[src/rtl/bracket_matcher_if.sv]
// Handshake and bus bundle between the bracket matcher, program memory, jump table
// and the core.
interface bracket_matcher_if #(
  parameter int unsigned AW = 12
);
  logic          start;
  logic [AW-1:0] prog_rd_addr;
  logic [7:0]    prog_rd_data;
  logic          jt_we;
  logic [AW-1:0] jt_addr;
  logic [AW-1:0] jt_data;
  logic          done;
  logic          error;
  logic [1:0]    err_code;
  logic [AW-1:0] err_addr;

  modport master (
    input  start, prog_rd_data,
    output prog_rd_addr, jt_we, jt_addr, jt_data, done, error, err_code, err_addr
  );

  modport slave (
    output start, prog_rd_data,
    input  prog_rd_addr, jt_we, jt_addr, jt_data, done, error, err_code, err_addr
  );
endinterface

[src/rtl/bracket_matcher.sv]
// Post-load scan pairing '[' and ']' in program memory and writing both jump directions
// into the jump table; flags unbalanced or over-nested programs.
module bracket_matcher #(
  parameter int unsigned PROG_ADDR_WIDTH = 12,
  parameter int unsigned PROG_LEN        = 4095,
  parameter int unsigned STACK_DEPTH     = 64
) (
  input logic                clk,
  input logic                reset,
  bracket_matcher_if.master  bus
);

  localparam int unsigned SpW  = $clog2(STACK_DEPTH) + 1;
  localparam int unsigned IdxW = SpW - 1;
  localparam logic [PROG_ADDR_WIDTH-1:0] LastAddr = PROG_ADDR_WIDTH'(PROG_LEN);

  localparam logic [2:0] StIdle    = 3'd0;
  localparam logic [2:0] StFetch   = 3'd1;
  localparam logic [2:0] StExamine = 3'd2;
  localparam logic [2:0] StWrite2  = 3'd3;
  localparam logic [2:0] StDone    = 3'd4;
  localparam logic [2:0] StError   = 3'd5;

  logic [2:0]                 state_q, state_d;
  logic [PROG_ADDR_WIDTH-1:0] addr_q, addr_d;
  logic [PROG_ADDR_WIDTH-1:0] open_q, open_d;
  logic [SpW-1:0]             sp_q, sp_d;
  logic [PROG_ADDR_WIDTH-1:0] rd_addr_q, rd_addr_d;
  logic                       jt_we_q, jt_we_d;
  logic [PROG_ADDR_WIDTH-1:0] jt_addr_q, jt_addr_d;
  logic [PROG_ADDR_WIDTH-1:0] jt_data_q, jt_data_d;
  logic                       done_q, done_d;
  logic                       error_q, error_d;
  logic [1:0]                 err_code_q, err_code_d;
  logic [PROG_ADDR_WIDTH-1:0] err_addr_q, err_addr_d;

  logic [PROG_ADDR_WIDTH-1:0] stack_q [STACK_DEPTH];
  logic [PROG_ADDR_WIDTH-1:0] top;
  logic                       push;
  logic                       end_chk;

  assign top = stack_q[IdxW'(sp_q - 1'b1)];

  always_comb begin
    state_d    = state_q;
    addr_d     = addr_q;
    open_d     = open_q;
    sp_d       = sp_q;
    rd_addr_d  = rd_addr_q;
    jt_we_d    = 1'b0;
    jt_addr_d  = jt_addr_q;
    jt_data_d  = jt_data_q;
    done_d     = done_q;
    error_d    = error_q;
    err_code_d = err_code_q;
    err_addr_d = err_addr_q;
    push       = 1'b0;
    end_chk    = 1'b0;

    unique case (state_q)
      StIdle, StDone, StError: begin
        if (bus.start) begin
          done_d     = 1'b0;
          error_d    = 1'b0;
          err_code_d = 2'd0;
          err_addr_d = '0;
          sp_d       = '0;
          addr_d     = '0;
          rd_addr_d  = '0;
          state_d    = StFetch;
        end
      end
      // Read address was presented on entry, so the synchronous read lands for EXAMINE.
      StFetch: state_d = StExamine;
      StExamine: begin
        if (bus.prog_rd_data == 8'h5B) begin
          if (sp_q == SpW'(STACK_DEPTH)) begin
            error_d    = 1'b1;
            err_code_d = 2'd3;
            err_addr_d = addr_q;
            state_d    = StError;
          end else begin
            push    = 1'b1;
            sp_d    = sp_q + 1'b1;
            end_chk = 1'b1;
          end
        end else if (bus.prog_rd_data == 8'h5D) begin
          if (sp_q == '0) begin
            error_d    = 1'b1;
            err_code_d = 2'd1;
            err_addr_d = addr_q;
            state_d    = StError;
          end else begin
            sp_d      = sp_q - 1'b1;
            jt_we_d   = 1'b1;
            jt_addr_d = addr_q;
            jt_data_d = top;
            open_d    = top;
            state_d   = StWrite2;
          end
        end else begin
          end_chk = 1'b1;
        end
      end
      StWrite2: begin
        jt_we_d   = 1'b1;
        jt_addr_d = open_q;
        jt_data_d = addr_q;
        end_chk   = 1'b1;
      end
      default: state_d = StIdle;
    endcase

    // Compare before incrementing so addr never wraps at the top of the address space.
    if (end_chk) begin
      if (addr_q == LastAddr) begin
        if (sp_d == '0) begin
          done_d  = 1'b1;
          state_d = StDone;
        end else begin
          error_d    = 1'b1;
          err_code_d = 2'd2;
          err_addr_d = LastAddr;
          state_d    = StError;
        end
      end else begin
        addr_d    = addr_q + 1'b1;
        rd_addr_d = addr_q + 1'b1;
        state_d   = StFetch;
      end
    end
  end

  always_ff @(posedge clk or posedge reset) begin
    if (reset) begin
      state_q    <= StIdle;
      addr_q     <= '0;
      open_q     <= '0;
      sp_q       <= '0;
      rd_addr_q  <= '0;
      jt_we_q    <= 1'b0;
      jt_addr_q  <= '0;
      jt_data_q  <= '0;
      done_q     <= 1'b0;
      error_q    <= 1'b0;
      err_code_q <= 2'd0;
      err_addr_q <= '0;
    end else begin
      state_q    <= state_d;
      addr_q     <= addr_d;
      open_q     <= open_d;
      sp_q       <= sp_d;
      rd_addr_q  <= rd_addr_d;
      jt_we_q    <= jt_we_d;
      jt_addr_q  <= jt_addr_d;
      jt_data_q  <= jt_data_d;
      done_q     <= done_d;
      error_q    <= error_d;
      err_code_q <= err_code_d;
      err_addr_q <= err_addr_d;
    end
  end

  // Stack storage needs no reset: entries above sp are never read.
  always_ff @(posedge clk) begin
    if (push) stack_q[sp_q[IdxW-1:0]] <= addr_q;
  end

  assign bus.prog_rd_addr = rd_addr_q;
  assign bus.jt_we        = jt_we_q;
  assign bus.jt_addr      = jt_addr_q;
  assign bus.jt_data      = jt_data_q;
  assign bus.done         = done_q;
  assign bus.error        = error_q;
  assign bus.err_code     = err_code_q;
  assign bus.err_addr     = err_addr_q;

endmodule
[src/flat_wrapper.sv]
// flat-port wrapper written by rule: the top's interface ports become plain ports
module bracket_matcher_flat 
#(
  parameter int unsigned PROG_ADDR_WIDTH = 12,
  parameter int unsigned PROG_LEN        = 4095,
  parameter int unsigned STACK_DEPTH     = 64
)
  (clk, reset, bus_start, bus_prog_rd_data, bus_prog_rd_addr, bus_jt_we, bus_jt_addr, bus_jt_data, bus_done, bus_error, bus_err_code, bus_err_addr);
  bracket_matcher_if bus_i ();
  input logic clk;
  input logic reset;
  input wire logic [$bits(bus_i.start)-1:0] bus_start;
  input wire logic [$bits(bus_i.prog_rd_data)-1:0] bus_prog_rd_data;
  output wire logic [$bits(bus_i.prog_rd_addr)-1:0] bus_prog_rd_addr;
  output wire logic [$bits(bus_i.jt_we)-1:0] bus_jt_we;
  output wire logic [$bits(bus_i.jt_addr)-1:0] bus_jt_addr;
  output wire logic [$bits(bus_i.jt_data)-1:0] bus_jt_data;
  output wire logic [$bits(bus_i.done)-1:0] bus_done;
  output wire logic [$bits(bus_i.error)-1:0] bus_error;
  output wire logic [$bits(bus_i.err_code)-1:0] bus_err_code;
  output wire logic [$bits(bus_i.err_addr)-1:0] bus_err_addr;
  assign bus_i.start = bus_start;
  assign bus_i.prog_rd_data = bus_prog_rd_data;
  assign bus_prog_rd_addr = bus_i.prog_rd_addr;
  assign bus_jt_we = bus_i.jt_we;
  assign bus_jt_addr = bus_i.jt_addr;
  assign bus_jt_data = bus_i.jt_data;
  assign bus_done = bus_i.done;
  assign bus_error = bus_i.error;
  assign bus_err_code = bus_i.err_code;
  assign bus_err_addr = bus_i.err_addr;
  bracket_matcher #(.PROG_ADDR_WIDTH(PROG_ADDR_WIDTH), .PROG_LEN(PROG_LEN), .STACK_DEPTH(STACK_DEPTH)) u_core (.clk(clk), .reset(reset), .bus(bus_i));
endmodule
[config.mk]
export PLATFORM = sky130hd
export DESIGN_NAME = bracket_matcher_flat
export DESIGN_NICKNAME = d
export VERILOG_FILES = /design/src/rtl/bracket_matcher_if.sv /design/src/rtl/bracket_matcher.sv /design/src/flat_wrapper.sv
export SDC_FILE = /design/constraint.sdc
export NUM_CORES = 1
export LEC_CHECK = 0
export ABC_CLOCK_PERIOD_IN_PS = 11700
export BUFFER_PORTS_ARGS = -buffer_cell sky130_fd_sc_hd__buf_2
export CORE_MARGIN = 2
export CORE_UTILIZATION = 30
export CTS_CLUSTER_DIAMETER = 30
export DETAILED_ROUTE_END_ITERATION = 8
export SYNTH_ARGS = -nofsm -noshare
export SYNTH_HDL_FRONTEND = slang
export SYNTH_SLANG_ARGS = --single-unit
[constraint.sdc]
create_clock -name clk -period 11.7 [get_ports clk]
set_clock_uncertainty 0.05 [all_clocks]
set_input_delay 1.755 -clock clk [delete_from_list [all_inputs] [get_ports clk]]
set_output_delay 1.755 -clock clk [all_outputs]
set_load 0.005 [all_outputs]
==> impl_metrics.ini <==
[run_status]
outcome = complete, no violations

[drt]
drc = 0
routedWlPerCell_um = 23.2
antenna_left = 0
first_iter_violations = 1490
drt_pre_antenna_iters = 5
dr_total_vias = 17713
routed_wl_mm = 81.6
route.detailed.vias_per_inst = 5.03

[worst_setup_path]
crit_buf_inv = 3
crit_arrival_ns = 5.53
critical-path-top-delay-family = buffers and inverters
crit_type = flop to flop
crit_path_top_delay_cell = dfrtp_4
worst-endpoint-required_ns = 12.25
timing.critical_path.to_type = flop
timing.critical_path.from_type = flop
cp_max_fo = 53
crit_chain = inv_1 > ha_4 > buf_4 > buf_4 > mux4_2 > nor2b_1 > a211oi_1 > a21oi_1 > a21oi_1 > o22ai_1 > a221o_1
cp_slowest_stage_delay_ns = 0.76

[synth]
yosys.cell_count.top_type = edfxtp_1
synth.yosys.seq_area_share = 0.743
synth_area_per_cell_um2 = 19.5
count_of_flip_flops_with_a_built_in_enable_after_synthesis = 768
post_synth_most_frequent_cells = 768 x edfxtp_1, 210 x mux4_2, 120 x nor2_1
yosys-top-cells-area = edfxtp_1 68%, mux4_2 14%, dfrtp_1 6.4%
synth_cells = 1743
synth.ff_latch_count = 855
synth_top_flop_cell = edfxtp_1
synthArstFlopShare = 0.102
post_synthesis_instance_area_um2 = 34000
netlist-cell-type-count = 66
yosys.area.top_type = edfxtp_1
number_of_warnings_printed_during_yosys_synthesis = 0
yosysTopAreaCellShare = 0.679
post_syn_nets = 1757

[worst_hold_path]
hold_path.class = flop to flop

[timing]
layout_worst_path_cycle_share = 0.426
timing_hold_violations_final = 0
setup_total_negative_slack_ns = 0
layout_min_cycle_time_ns = 4.98
finalMaxSlewViolations = 0
max_slew.worst_pin.slew_ns = 1.28
final-setup-viol-count = 0
max_slew_margin = 0.144
rsz0062_at_grt = false
achievable-frequency_ghz = 0.201

[placed_design]
placed_cell_area_um2 = 36300
dpl.hpwl_mm = 47.6
place.detailed.instances = 3262
buffer_ports.inserted = 63
gp_routability_congestion = 0.874

[floorplanning]
core_area_um2 = 112000
start_util = 0.302
design.portCount = 64
die_x_um = 341
die_h_um = 341
die_area_um2 = 116000
row_count = 123

[power_and_ir_drop]
clkPwrFrac = 0.483
intPower_uw = 6570
power-per-cell-area_nw_per_um2 = 212
switching_share = 0.247
power.switching_uw = 2150
pwr-share-seq = 0.407
combinationalPowerShare = 0.110
totalPowerFinal_uw = 8720
power_leakage_uw = 0.0132
power.ir.vdd_worst_mv = 0.188

[global_routing]
grt_usage = 0.141
gr-total-overflow = 0
first_pass_grt_wire_length_mm = 122
grt_start_max_net_pins = 96
initial_antenna_violation_count = 2
first_global_vias = 18426

[cts]
clk_latency_ns = 0.72
cts-root-buf = clkbuf_16
cts_hold_buf = 0
htreeDepth = 4
cts.clk_slew.worst_paths_ns = 0.05
postCtsResizedCells = 0
tritoncts.num_buffers = 141
cts_num_sinks = 855
postCtsSetupRepairBufs = 0
clockBufferDepth = 3
tritoncts = built

[cells_and_area]
final_cell_area_um2 = 41200
stdcell_count = 3524
num-nets-final = 1919
insertedDiodeCount = 0
final_core_area_utilization = 0.366
fillCellCount = 10213
drive_above_1_share = 0.306
area.growth.synth_to_final_pct = 21.1

[flow_run]
max_cap_viol_count = 0
[power groups by stage]
stage          logic (µW)  clock network, µW  registers [µW]
3_5_place_dp          971                  0            3610
5_1_grt              1040               4420            3550
3_3_place_gp          956                  0            3600
2_1_floorplan         557                  0            3660
6_report              960               4210            3550
4_1_cts               974               4280            3550
[final timing paths]
kind | from | endpoint | slack [ns] | depth (start not counted)
max in group asynchronous | reset | u_core.sp_q[0]$_DFF_PP0_ | 9.38 | 3
min reg2reg | u_core.bus.prog_rd_addr[0]$_DFF_PP0_ | u_core.bus.prog_rd_addr[0]$_DFF_PP0_ | 0.42 | 2
min in group asynchronous | reset | u_core.bus.err_addr[10]$_DFF_PP0_ | 0.97 | 2
max reg2reg | u_core.sp_q[0]$_DFF_PP0_ | u_core.bus.jt_data[7]$_DFFE_PP0P_ | 6.72 | 11
min | u_core.bus.prog_rd_addr[0]$_DFF_PP0_ | u_core.bus.prog_rd_addr[0]$_DFF_PP0_ | 0.42 | 2
max | u_core.sp_q[0]$_DFF_PP0_ | u_core.bus.jt_data[7]$_DFFE_PP0P_ | 6.72 | 11
[cell usage in the layout, fill, tap and decap left out, types with 7 or more instances in the layout]
master,instances
dfrtp_1,74
a221o_1,15
clkbuf_16,144
mux2i_1,45
a22o_1,8
a211oi_1,32
bufinv_16,20
xor2_1,7
a31o_2,8
clkinv_4,13
and3_1,7
nand3_1,24
buf_2,63
a21oi_1,24
xnor2_1,7
clkinv_1,14
dfrtp_2,12
clkbuf_1,14
mux4_2,210
nor3_1,16
inv_6,19
o21a_1,9
buf_4,65
a21o_1,12
o21ai_1,7
clkinvlp_4,12
clkinv_2,17
nor2b_1,22
edfxtp_1,768
a31oi_1,20
nand2_1,76
nor2_1,119
o21ai_0,16
or3_1,9
[flip-flops by register name, indices dropped and copies added (netlist names)]
name / flops
u_core.bus.error: 1
u_core.bus.prog_rd_addr: 12
u_core.bus.jt_data: 12
u_core.bus.jt_addr: 12
u_core.bus.done: 1
u_core.bus.err_code: 2
u_core.stack_q: 768
u_core.bus.err_addr: 12
u_core.addr_q: 12
u_core.state_q: 3
u_core.open_q: 12
u_core.bus.jt_we: 1
u_core.sp_q: 7
[cell type report]
cell class              instances  area (µm²)  area share
inverters                       7        27.5    0.000669
repair buffers                129         823      0.0200
clock inverters               104        1250      0.0305
clock buffers                 158        3660      0.0888
well taps                    1500        1880      0.0456
multi-input cells             771        8270       0.201
flip-flops and latches        855       25300       0.614
[layer usage]
layer	part of all wire	GRT usage	vias to the layer above
met5	0.00016	0	-
met4	0.022	0.0446	2
li1	-	-	7506
met3	0.076	0.0354	140
met2	0.49	0.229	706
met1	0.41	0.185	9359
[worst register-to-register path, stage by stage (launching register included)]
cell	delay, ns
dfrtp_4	0.76
inv_1	0.20
ha_4	0.67
buf_4	0.75
buf_4	0.69
mux4_2	0.42
nor2b_1	0.15
a211oi_1	0.24
a21oi_1	0.09
a21oi_1	0.37
o22ai_1	0.19
a221o_1	0.28
[per-stage QoR]
stage	setup WS, ns	hold WS, ns
after floorplan	7.61	0.400
after global placement	6.47	0.407
after detailed placement	6.36	0.416
after CTS	6.63	0.427
after global routing	6.45	0.444
final	6.72	0.424
[kinds of logic (layout without fill, tap and decap cells)]
logic type,Yosys count,in the layout,synth area share
xor+xnor,18,18,0.00464
buf+inv,117,398,0.0158
compound gates,181,181,0.0384
flops,855,855,0.743
fa+ha+maj,3,3,0.00110
simple gates,310,310,0.0436
mux,259,259,0.154
Power figures use the tool's default switching activity.
